## src/rtl/bus_pkg.sv

```systemverilog
// -----------------------------------------------------------------------------
// bus_pkg
// Shared definitions for the two-master bus arbiter:
//   - bus_state_t     : arbiter FSM state encoding
//   - TIMEOUT_DEFAULT : default number of un-acked BUSY cycles before abort
//   - GRANT_M0/M1     : encoding of a master identity (last grant, release owner)
//   - cnt_width()     : counter width able to hold a given limit without wrap
// -----------------------------------------------------------------------------
package bus_pkg;

    typedef enum logic [1:0] {
        ST_IDLE    = 2'd0,
        ST_BUSY0   = 2'd1,
        ST_BUSY1   = 2'd2,
        ST_RELEASE = 2'd3
    } bus_state_t;

    localparam int TIMEOUT_DEFAULT = 255;

    localparam logic GRANT_M0 = 1'b0;
    localparam logic GRANT_M1 = 1'b1;

    // Smallest width that can represent 0..limit; at least one bit.
    function automatic int cnt_width(input int limit);
        if (limit < 2) begin
            return 1;
        end
        return $clog2(limit + 1);
    endfunction

endpackage

```

## src/rtl/bus_timeout.sv

```systemverilog
// -----------------------------------------------------------------------------
// bus_timeout
// Saturating cycle counter that flags when a transfer has waited TIMEOUT
// cycles for an acknowledge. TIMEOUT = 0 disables the function entirely.
//
// Ports:
//   clk      in  system clock
//   reset_n  in  asynchronous active-low reset (counter -> 0)
//   clear    in  synchronous clear (held while no transfer is in progress)
//   enable   in  count this cycle (transfer in progress, no acknowledge)
//   expired  out counter has reached TIMEOUT
// -----------------------------------------------------------------------------
module bus_timeout
    import bus_pkg::*;
#(
    parameter int TIMEOUT = TIMEOUT_DEFAULT
) (
    input  logic clk,
    input  logic reset_n,
    input  logic clear,
    input  logic enable,
    output logic expired
);

    generate
        if (TIMEOUT == 0) begin : g_disabled
            // No counter at all: the abort path can never trigger.
            logic w_unused;
            assign w_unused = &{1'b0, clk, reset_n, clear, enable};
            assign expired  = 1'b0;
        end else begin : g_enabled
            localparam int              CW    = cnt_width(TIMEOUT);
            localparam logic [CW-1:0]   LIMIT = CW'(TIMEOUT);

            logic [CW-1:0] r_count;

            // Saturates at LIMIT so a stalled transfer can never wrap back
            // to a "fresh" count.
            always_ff @(posedge clk or negedge reset_n) begin
                if (!reset_n) begin
                    r_count <= '0;
                end else if (clear) begin
                    r_count <= '0;
                end else if (enable && (r_count != LIMIT)) begin
                    r_count <= r_count + CW'(1);
                end
            end

            assign expired = (r_count == LIMIT);
        end
    endgenerate

endmodule

```

## src/rtl/bus_arbiter.sv

```systemverilog
// -----------------------------------------------------------------------------
// bus_arbiter
// Two-master (m0 = CPU, m1 = DMA) arbiter in front of a single shared slave
// port. Grants one master at a time, routes its request to the slave side
// combinationally, returns read data / acknowledge only to the owner, and
// aborts stalled transfers with a one-cycle bus-error pulse.
//
// Parameters:
//   TIMEOUT  un-acked BUSY cycles before abort (0 = never abort)
//   AW       address width
//
// Ports:
//   clk, reset_n                          clock, async active-low reset
//   m0_/m1_ as, addr, write, uds, lds, rw requester inputs
//   m0_/m1_ read, ack, berr               requester responses
//   s_as, s_addr, s_write, s_uds, s_lds,
//   s_rw                                  shared slave-side request
//   s_read, s_ack                         shared slave-side response
// -----------------------------------------------------------------------------
module bus_arbiter
    import bus_pkg::*;
#(
    parameter int TIMEOUT = TIMEOUT_DEFAULT,
    parameter int AW      = 32
) (
    input  logic          clk,
    input  logic          reset_n,

    input  logic          m0_as,
    input  logic [AW-1:0] m0_addr,
    input  logic [15:0]   m0_write,
    input  logic          m0_uds,
    input  logic          m0_lds,
    input  logic          m0_rw,
    output logic [15:0]   m0_read,
    output logic          m0_ack,
    output logic          m0_berr,

    input  logic          m1_as,
    input  logic [AW-1:0] m1_addr,
    input  logic [15:0]   m1_write,
    input  logic          m1_uds,
    input  logic          m1_lds,
    input  logic          m1_rw,
    output logic [15:0]   m1_read,
    output logic          m1_ack,
    output logic          m1_berr,

    output logic          s_as,
    output logic [AW-1:0] s_addr,
    output logic [15:0]   s_write,
    output logic          s_uds,
    output logic          s_lds,
    output logic          s_rw,
    input  logic [15:0]   s_read,
    input  logic          s_ack
);

    bus_state_t r_state;
    bus_state_t w_state_next;
    logic       r_last_grant;
    logic       w_last_grant_next;
    logic       r_rel_owner;
    logic       w_rel_owner_next;

    logic       w_busy;
    logic       w_expired;
    logic       w_tmo_hit;

    assign w_busy    = (r_state == ST_BUSY0) || (r_state == ST_BUSY1);
    // An acknowledge in the expiry cycle wins: the transfer completed.
    assign w_tmo_hit = w_expired && !s_ack;

    bus_timeout #(
        .TIMEOUT (TIMEOUT)
    ) u_timeout (
        .clk     (clk),
        .reset_n (reset_n),
        .clear   (!w_busy),
        .enable  (w_busy && !s_ack),
        .expired (w_expired)
    );

    always_ff @(posedge clk or negedge reset_n) begin
        if (!reset_n) begin
            r_state      <= ST_IDLE;
            r_last_grant <= GRANT_M1;   // m0 wins the first contest
            r_rel_owner  <= GRANT_M0;
        end else begin
            r_state      <= w_state_next;
            r_last_grant <= w_last_grant_next;
            r_rel_owner  <= w_rel_owner_next;
        end
    end

    always_comb begin
        w_state_next      = r_state;
        w_last_grant_next = r_last_grant;
        w_rel_owner_next  = r_rel_owner;

        s_as    = 1'b0;
        s_addr  = '0;
        s_write = '0;
        s_uds   = 1'b0;
        s_lds   = 1'b0;
        s_rw    = 1'b1;
        m0_read = '0;
        m0_ack  = 1'b0;
        m0_berr = 1'b0;
        m1_read = '0;
        m1_ack  = 1'b0;
        m1_berr = 1'b0;

        case (r_state)
            ST_IDLE: begin
                if (m0_as && m1_as) begin
                    // Contest: the master that did not win last time goes.
                    if (r_last_grant == GRANT_M1) begin
                        w_state_next      = ST_BUSY0;
                        w_last_grant_next = GRANT_M0;
                    end else begin
                        w_state_next      = ST_BUSY1;
                        w_last_grant_next = GRANT_M1;
                    end
                end else if (m0_as) begin
                    w_state_next = ST_BUSY0;
                end else if (m1_as) begin
                    w_state_next = ST_BUSY1;
                end
            end

            ST_BUSY0: begin
                s_addr  = m0_addr;
                s_write = m0_write;
                s_uds   = m0_uds;
                s_lds   = m0_lds;
                s_rw    = m0_rw;
                s_as    = m0_as && !w_tmo_hit;
                m0_read = s_read;
                m0_ack  = s_ack;
                // A master that already walked away gets no error pulse.
                m0_berr = m0_as && w_tmo_hit;
                if (s_ack || (m0_as && w_tmo_hit)) begin
                    w_state_next     = ST_RELEASE;
                    w_rel_owner_next = GRANT_M0;
                end else if (!m0_as) begin
                    w_state_next = ST_IDLE;
                end
            end

            ST_BUSY1: begin
                s_addr  = m1_addr;
                s_write = m1_write;
                s_uds   = m1_uds;
                s_lds   = m1_lds;
                s_rw    = m1_rw;
                s_as    = m1_as && !w_tmo_hit;
                m1_read = s_read;
                m1_ack  = s_ack;
                m1_berr = m1_as && w_tmo_hit;
                if (s_ack || (m1_as && w_tmo_hit)) begin
                    w_state_next     = ST_RELEASE;
                    w_rel_owner_next = GRANT_M1;
                end else if (!m1_as) begin
                    w_state_next = ST_IDLE;
                end
            end

            ST_RELEASE: begin
                // Wait for the finished master to drop its strobe so a held
                // strobe is never mistaken for a new request.
                if (r_rel_owner == GRANT_M0) begin
                    if (!m0_as) begin
                        w_state_next = ST_IDLE;
                    end
                end else begin
                    if (!m1_as) begin
                        w_state_next = ST_IDLE;
                    end
                end
            end

            default: begin
                w_state_next = ST_IDLE;
            end
        endcase
    end

endmodule

```

## config.mk

```make
export PLATFORM = sky130hd
export DESIGN_NAME = bus_arbiter
export DESIGN_NICKNAME = d
export VERILOG_FILES = /design/src/rtl/bus_pkg.sv /design/src/rtl/bus_timeout.sv /design/src/rtl/bus_arbiter.sv
export SDC_FILE = /design/constraint.sdc
export NUM_CORES = 1
export LEC_CHECK = 0
export BUFFER_PORTS_ARGS = -buffer_cell sky130_fd_sc_hd__buf_2
export CAP_MARGIN = 15
export CELL_PAD_IN_SITES_DETAIL_PLACEMENT = 0
export CELL_PAD_IN_SITES_GLOBAL_PLACEMENT = 2
export CORE_ASPECT_RATIO = 1.2
export CORE_UTILIZATION = 15
export DETAILED_ROUTE_END_ITERATION = 10
export HOLD_SLACK_MARGIN = 0.12
export PLACE_DENSITY_LB_ADDON = 0.25
export SLEW_MARGIN = 0
export SYNTH_ARGS = -nofsm -noshare
export SYNTH_HDL_FRONTEND = slang
export SYNTH_SLANG_ARGS = --single-unit
```

## constraint.sdc

```tcl
create_clock -name clk -period 2.45 [get_ports clk]
set_input_delay 0.49 -clock clk [delete_from_list [all_inputs] [get_ports clk]]
set_output_delay 0.49 -clock clk [all_outputs]
set_load 0.03 [all_outputs]
```

### Yosys cells after proc, flatten, opt, wreduce, memory -nomap -nowiden

Index checks and enable logic that the tools add are counted.

| storage, ports and cells | value |
|---|---|
| flip-flop bits (word level) | 12 |
| input port bits | 123 |
| output and inout port bits | 88 |

| cells by class | value |
|---|---|
| add/subtract/negate cells | 1 |
| equal/unequal tests | 9 |
| muxes and demuxes | 28 |
| reduce and logical (&&, ||, !) cells | 17 |

Operators by type and width:

| kind | count |
|---|---|
| one-hot mux 32 bit (2 select lines) | 1 |
| 2-to-1 mux 16 bit | 2 |
| one-hot mux 16 bit (2 select lines) | 1 |
| 2-to-1 mux 2 bit | 9 |
| 2-to-1 mux 8 bit | 2 |
| one-hot mux 1 bit (2 select lines) | 5 |
| adder 8 x 1 -> 8 bit, second input constant | 1 |
| == test 8 bit, second input constant | 1 |
| logical AND 1 bit | 8 |
| inequality test 8 bit, second input constant | 1 |
| one-hot mux 2 bit (4 select lines) | 1 |
| 2-to-1 mux 1 bit | 7 |
| inequality test 2 x 1 -> 1 bit, second input constant | 3 |
| == test 2 bit, second input constant | 2 |
| inequality test 4 bit, second input constant | 1 |
| logical OR 1 bit | 3 |
| AND reduction 3 bit | 1 |
| == test 2 x 1 -> 1 bit, second input constant | 1 |
| logical NOT 1 bit | 2 |
| logical NOT 2 bit | 1 |
| AND reduction 2 bit | 1 |
| nonzero test 2 bit | 1 |

### Depth between registers and ports, before layout

| depth | value |
|---|---|
| depth in word-level cells | 6 |
| gate-level depth with buffers | 7 |

### Modules after synthesis

From an unflattened synthesis, not the netlist that was laid out.

| second synthesis, totals | value |
|---|---|
| cell total of the unflattened synthesis | 256 |
| area, all modules | 1,760.4 um2 |

By module, submodules not included:

| module | instances | cells an instance | area an instance (um2) |
|---|---|---|---|
| bus_arbiter | 1 | 209 | 1,291.2 |
| bus_timeout | 1 | 47 | 469.2 |

### Least setup slack after synthesis

No wires, ideal clock.

| timing | value |
|---|---|
| path type | register -> output |
| start | reg r_state[0] |
| end | out s_as |
| data arrival time | 1.906 ns |
| data required time | 1.960 ns |
| path slack | 0.054 ns |
| stages on the path, launching flop included | 6 |
| cell sequence | dfrtp_1 > inv_1 > ha_1 > clkinv_1 > clkbuf_1 > a211oi_1 |

| between the ends | value |
|---|---|
| word-level cells in the longest chain between the ends | 2 |

RTL lines:

| what | line | source |
|---|---|---|
| from (decl) | bus_arbiter.sv:59 | `bus_state_t r_state;` |
| from (signal assigned) | bus_arbiter.sv:90 | `r_state <= w_state_next;` |
| == test 2 bit / == test 2 x 1 -> 1 bit (equally long branches) | bus_arbiter.sv:114 | `case (r_state)` |
| one-hot mux 1 bit (2 select lines) * | bus_arbiter.sv:114 |  |
| to (decl) | bus_arbiter.sv:49 | `output logic s_as,` |

Every way passes the cells marked *; elsewhere a longest branch is shown, timed or not.

### Worst setup path in the final report

| timing | value |
|---|---|
| start | reg u_timeout.g_enabled.r_count[0] |
| end | out s_as |

| between the ends | value |
|---|---|
| word-level cells in the longest chain between the ends | 5 |

RTL lines:

| what | line | source |
|---|---|---|
| from (decl) | bus_timeout.sv:35 | `logic [CW-1:0] r_count;` |
| from (signal assigned) | bus_timeout.sv:45 | `r_count <= r_count + CW'(1);` |
| == test 8 bit * | bus_timeout.sv:49 | `assign expired = (r_count == LIMIT);` |
| logical AND 1 bit * | bus_arbiter.sv:72 | `assign w_tmo_hit = w_expired && !s_ack;` |
| logical NOT 1 bit * | bus_arbiter.sv:138, bus_arbiter.sv:157 |  |
| logical AND 1 bit (on tied branches) | bus_arbiter.sv:157, bus_arbiter.sv:138 |  |
| one-hot mux 1 bit (2 select lines) * | bus_arbiter.sv:114 |  |

Marked as above.

==> impl_metrics.json <==
{
  "synth_top_area_cell": "a22oi_1",
  "critPathBufInv": 1,
  "drc": 0,
  "crit_type": "register to output port",
  "antenna_found_initial": 0,
  "die_h_um": 119.6,
  "io_buffers": 210,
  "cts_num_sinks": 12,
  "num_rows": 42,
  "grt_pass1_vias": 2372,
  "regArea_um2": 301.5,
  "root_buffer": "clkbuf_16",
  "ys_types": 42,
  "yosysWarnings": 0,
  "tightest_slew_ns": 0.3578,
  "synth_fp_nets": 379,
  "hold_path_class": "primary input to async pin",
  "dp.cells": 593,
  "ys_ff_latch": 12,
  "worstPathArrival_ns": 1.83,
  "synth-edff-count": 0,
  "synth_common_cells": "nor2_1, a22oi_1, and2_1",
  "critPathMaxFanout": 6,
  "finalPower_mw": 4.276,
  "synth_ff_type": "dfrtp_1",
  "finalCritPeriodShare_pct": 94.71,
  "die_w_um": 99.98,
  "coreArea_mm2": 0.01114,
  "rsz0062_at_grt": "yes",
  "p_leak_nw": 1.663,
  "cp-start-kind": "register",
  "reg2reg_to": "r_state[1]$_DFFE_PN0P_",
  "synth_area_leaders": "a22oi_1, dfrtp_1, and2_1",
  "fmax_mhz": 430.9,
  "hold_violations": 0,
  "dp_hpwl_um": 6281,
  "via_count": 2566,
  "crit_path_end_kind": "output port",
  "async_flop_share_pct": 100.0,
  "r2r_start": "r_state[1]$_DFFE_PN0P_",
  "htreeDepth": 1,
  "stdcell_area_mm2": 0.003054,
  "drt_pre_antenna_iters": 4,
  "grt_overflow_total": 0,
  "ys_seq_area_share_pct": 17.45,
  "crit_cells": 6,
  "crit_chain": "ha_1 -> and4_1 -> nand2_1 -> nor2_1 -> a211oi_1 -> buf_2",
  "wl_per_cell_um": 13.68,
  "diodes": 0,
  "holdBufCountCts": 0,
  "crit_family": "simple AND/OR/NAND/NOR gates",
  "power-per-cell-area_mw_per_mm2": 1400,
  "cap_violations": 0,
  "finClkSkew_ns": 0.005726,
  "postSynthAreaPerCell_um2": 6.912,
  "cts_tree": "yes",
  "slew_viol_final": 0,
  "cts.clk_slew.worst_paths_ns": 0.05,
  "cts_max_path_buffers": 2,
  "grt_max_degree": 54,
  "synth_top_area_share_pct": 22.59,
  "setup_viol": 0,
  "place_area_mm2": 0.002938,
  "start_util_pct": 15.51,
  "critPathSlowestCell": "dfrtp_1",
  "crit_path_max_incr_delay_ns": 0.40,
  "critical_path.startpoint": "u_timeout.g_enabled.r_count[0]$_DFFE_PN0P_",
  "track_usage_pct": 12.55,
  "crit_end": "s_as",
  "syn2layout_area_growth_pct": 76.76,
  "yosysMostFrequentCell": "nor2_1",
  "peakVddDrop_mv": 0.4012,
  "cts_made_buffers": 3,
  "insertion_delay_ns": 0.24,
  "multi_input_area_mm2": 0.001290,
  "syn-cell-area_mm2": 0.001728,
  "dieArea_mm2": 0.01195,
  "status": "finished clean",
  "drive_above_1_share_pct": 51.13,
  "io_pins": 211,
  "postCtsSetupRepairBufs": 0,
  "detail_route.iter0.violations": 119,
  "fin_hold_ws_ns": 0.1262,
  "reg2reg_setup_slack_ns": 0.62,
  "fin_crit_ns": 2.320,
  "syn_inst": 250,
  "reg2reg_depth": 6,
  "final_nets": 574,
  "crit_required_ns": 1.96,
  "slew_headroom_pct": 76.10,
  "drt-vias-per-instance": 4.291,
  "grt_first_pass_wirelength_um": 12030,
  "nFillCells": 1283,
  "detail-route-antenna-nets": 0,
  "finalWirelength_um": 8179,
  "place_congestion": 0.7204,
  "final_cells": 598
}
[stage by stage]
stage               setup TNS [ns]  utilization [%]  setup slack [ns]
CTS                              0            27.17           0.06847
global route             -0.009951            27.41         -0.009951
floorplan                        0                -           0.05387
finish                           0            27.41            0.1295
detailed placement               0            26.37            0.3435
global placement                 0            26.37            0.3265
[how the worst min path moves through the flow]
stage | from | endpoint | slack, ns | depth (start not counted)
2_1_floorplan | reset_n | r_rel_owner$_DFFE_PN0P_ | 0.19 | 0
3_3_place_gp | reset_n | r_state[1]$_DFFE_PN0P_ | 0.41 | 1
3_5_place_dp | reset_n | r_state[0]$_DFFE_PN0P_ | 0.40 | 1
4_1_cts | reset_n | r_state[1]$_DFFE_PN0P_ | 0.14 | 1
5_1_grt | reset_n | r_state[1]$_DFFE_PN0P_ | 0.14 | 1
6_report | reset_n | r_state[1]$_DFFE_PN0P_ | 0.13 | 1
[worst reg2reg max path, delay by kind of cell, from the launching register on]
| kind | cells | cell delay [ns] |
|---|---|---|
| DFF | 1 | 0.41 |
| AOI/OAI and AO/OA | 2 | 0.56 |
| buffers and inverters | 2 | 0.32 |
| adders and majority gates | 1 | 0.26 |
| and+or+nand+nor | 1 | 0.17 |
[what timing repair did]
item	CTS	global route
endpoints found under the hold margin	0	0
gates resized for setup	0	1
setup endpoints to repair	0	40
[kinds of logic (layout without fill, tap and decap cells)]
family,Yosys count,in the layout,synth area share [%]
DFF,12,12,17.45
and+or+nand+nor,116,116,33.46
adders and majority gates,6,6,4.345
buffers and inverters,30,224,8.182
muxes,1,1,0.5793
AOI/OAI and AO/OA,82,82,34.47
xor gates and xnor gates,3,3,1.521
[area by class of cell]
cell class,count,area share [%]
clock buffers,4,2.909
inverters,4,0.5735
multi-input cells,208,42.24
flip-flops and latches,12,9.873
well taps,154,6.309
repair buffers,216,38.10
[where the power goes]
part | total, mW | internal, mW | switching [mW] | leakage (nW)
clock network | 0.337 | 0.247 | 0.0898 | 0.0442
logic | 3.63 | 1.17 | 2.46 | 1.46
registers | 0.307 | 0.257 | 0.0498 | 0.158
[flip-flops by register name, indices dropped and copies added (netlist names)]
register / count
r_state: 2
r_last_grant: 1
r_rel_owner: 1
u_timeout.g_enabled.r_count: 8
[layout by cell type, fill, tap and decap left out, drive strengths merged, types with 2 or more instances in the layout]
cell / n
a311oi: 2
nor2: 55
a22oi: 52
o21ai: 4
inv: 4
and2: 36
clkbuf: 5
xnor2: 3
nand2: 7
nor3: 2
a21oi: 11
nor2b: 5
ha: 6
dfrtp: 11
buf: 215
a211oi: 3
nand2b: 3
[layer usage]
| layer | vias to the layer above | wire length [um] | track usage, % |
|---|---|---|---|
| met5 | - | 0 | 0 |
| met4 | 0 | 110 | 3.261 |
| met3 | 8 | 493 | 1.573 |
| met2 | 130 | 4321 | 24.40 |
| met1 | 1143 | 3254 | 14.14 |
| li1 | 1285 | - | - |
No activity file was read; power rests on OpenSTA's default activity.
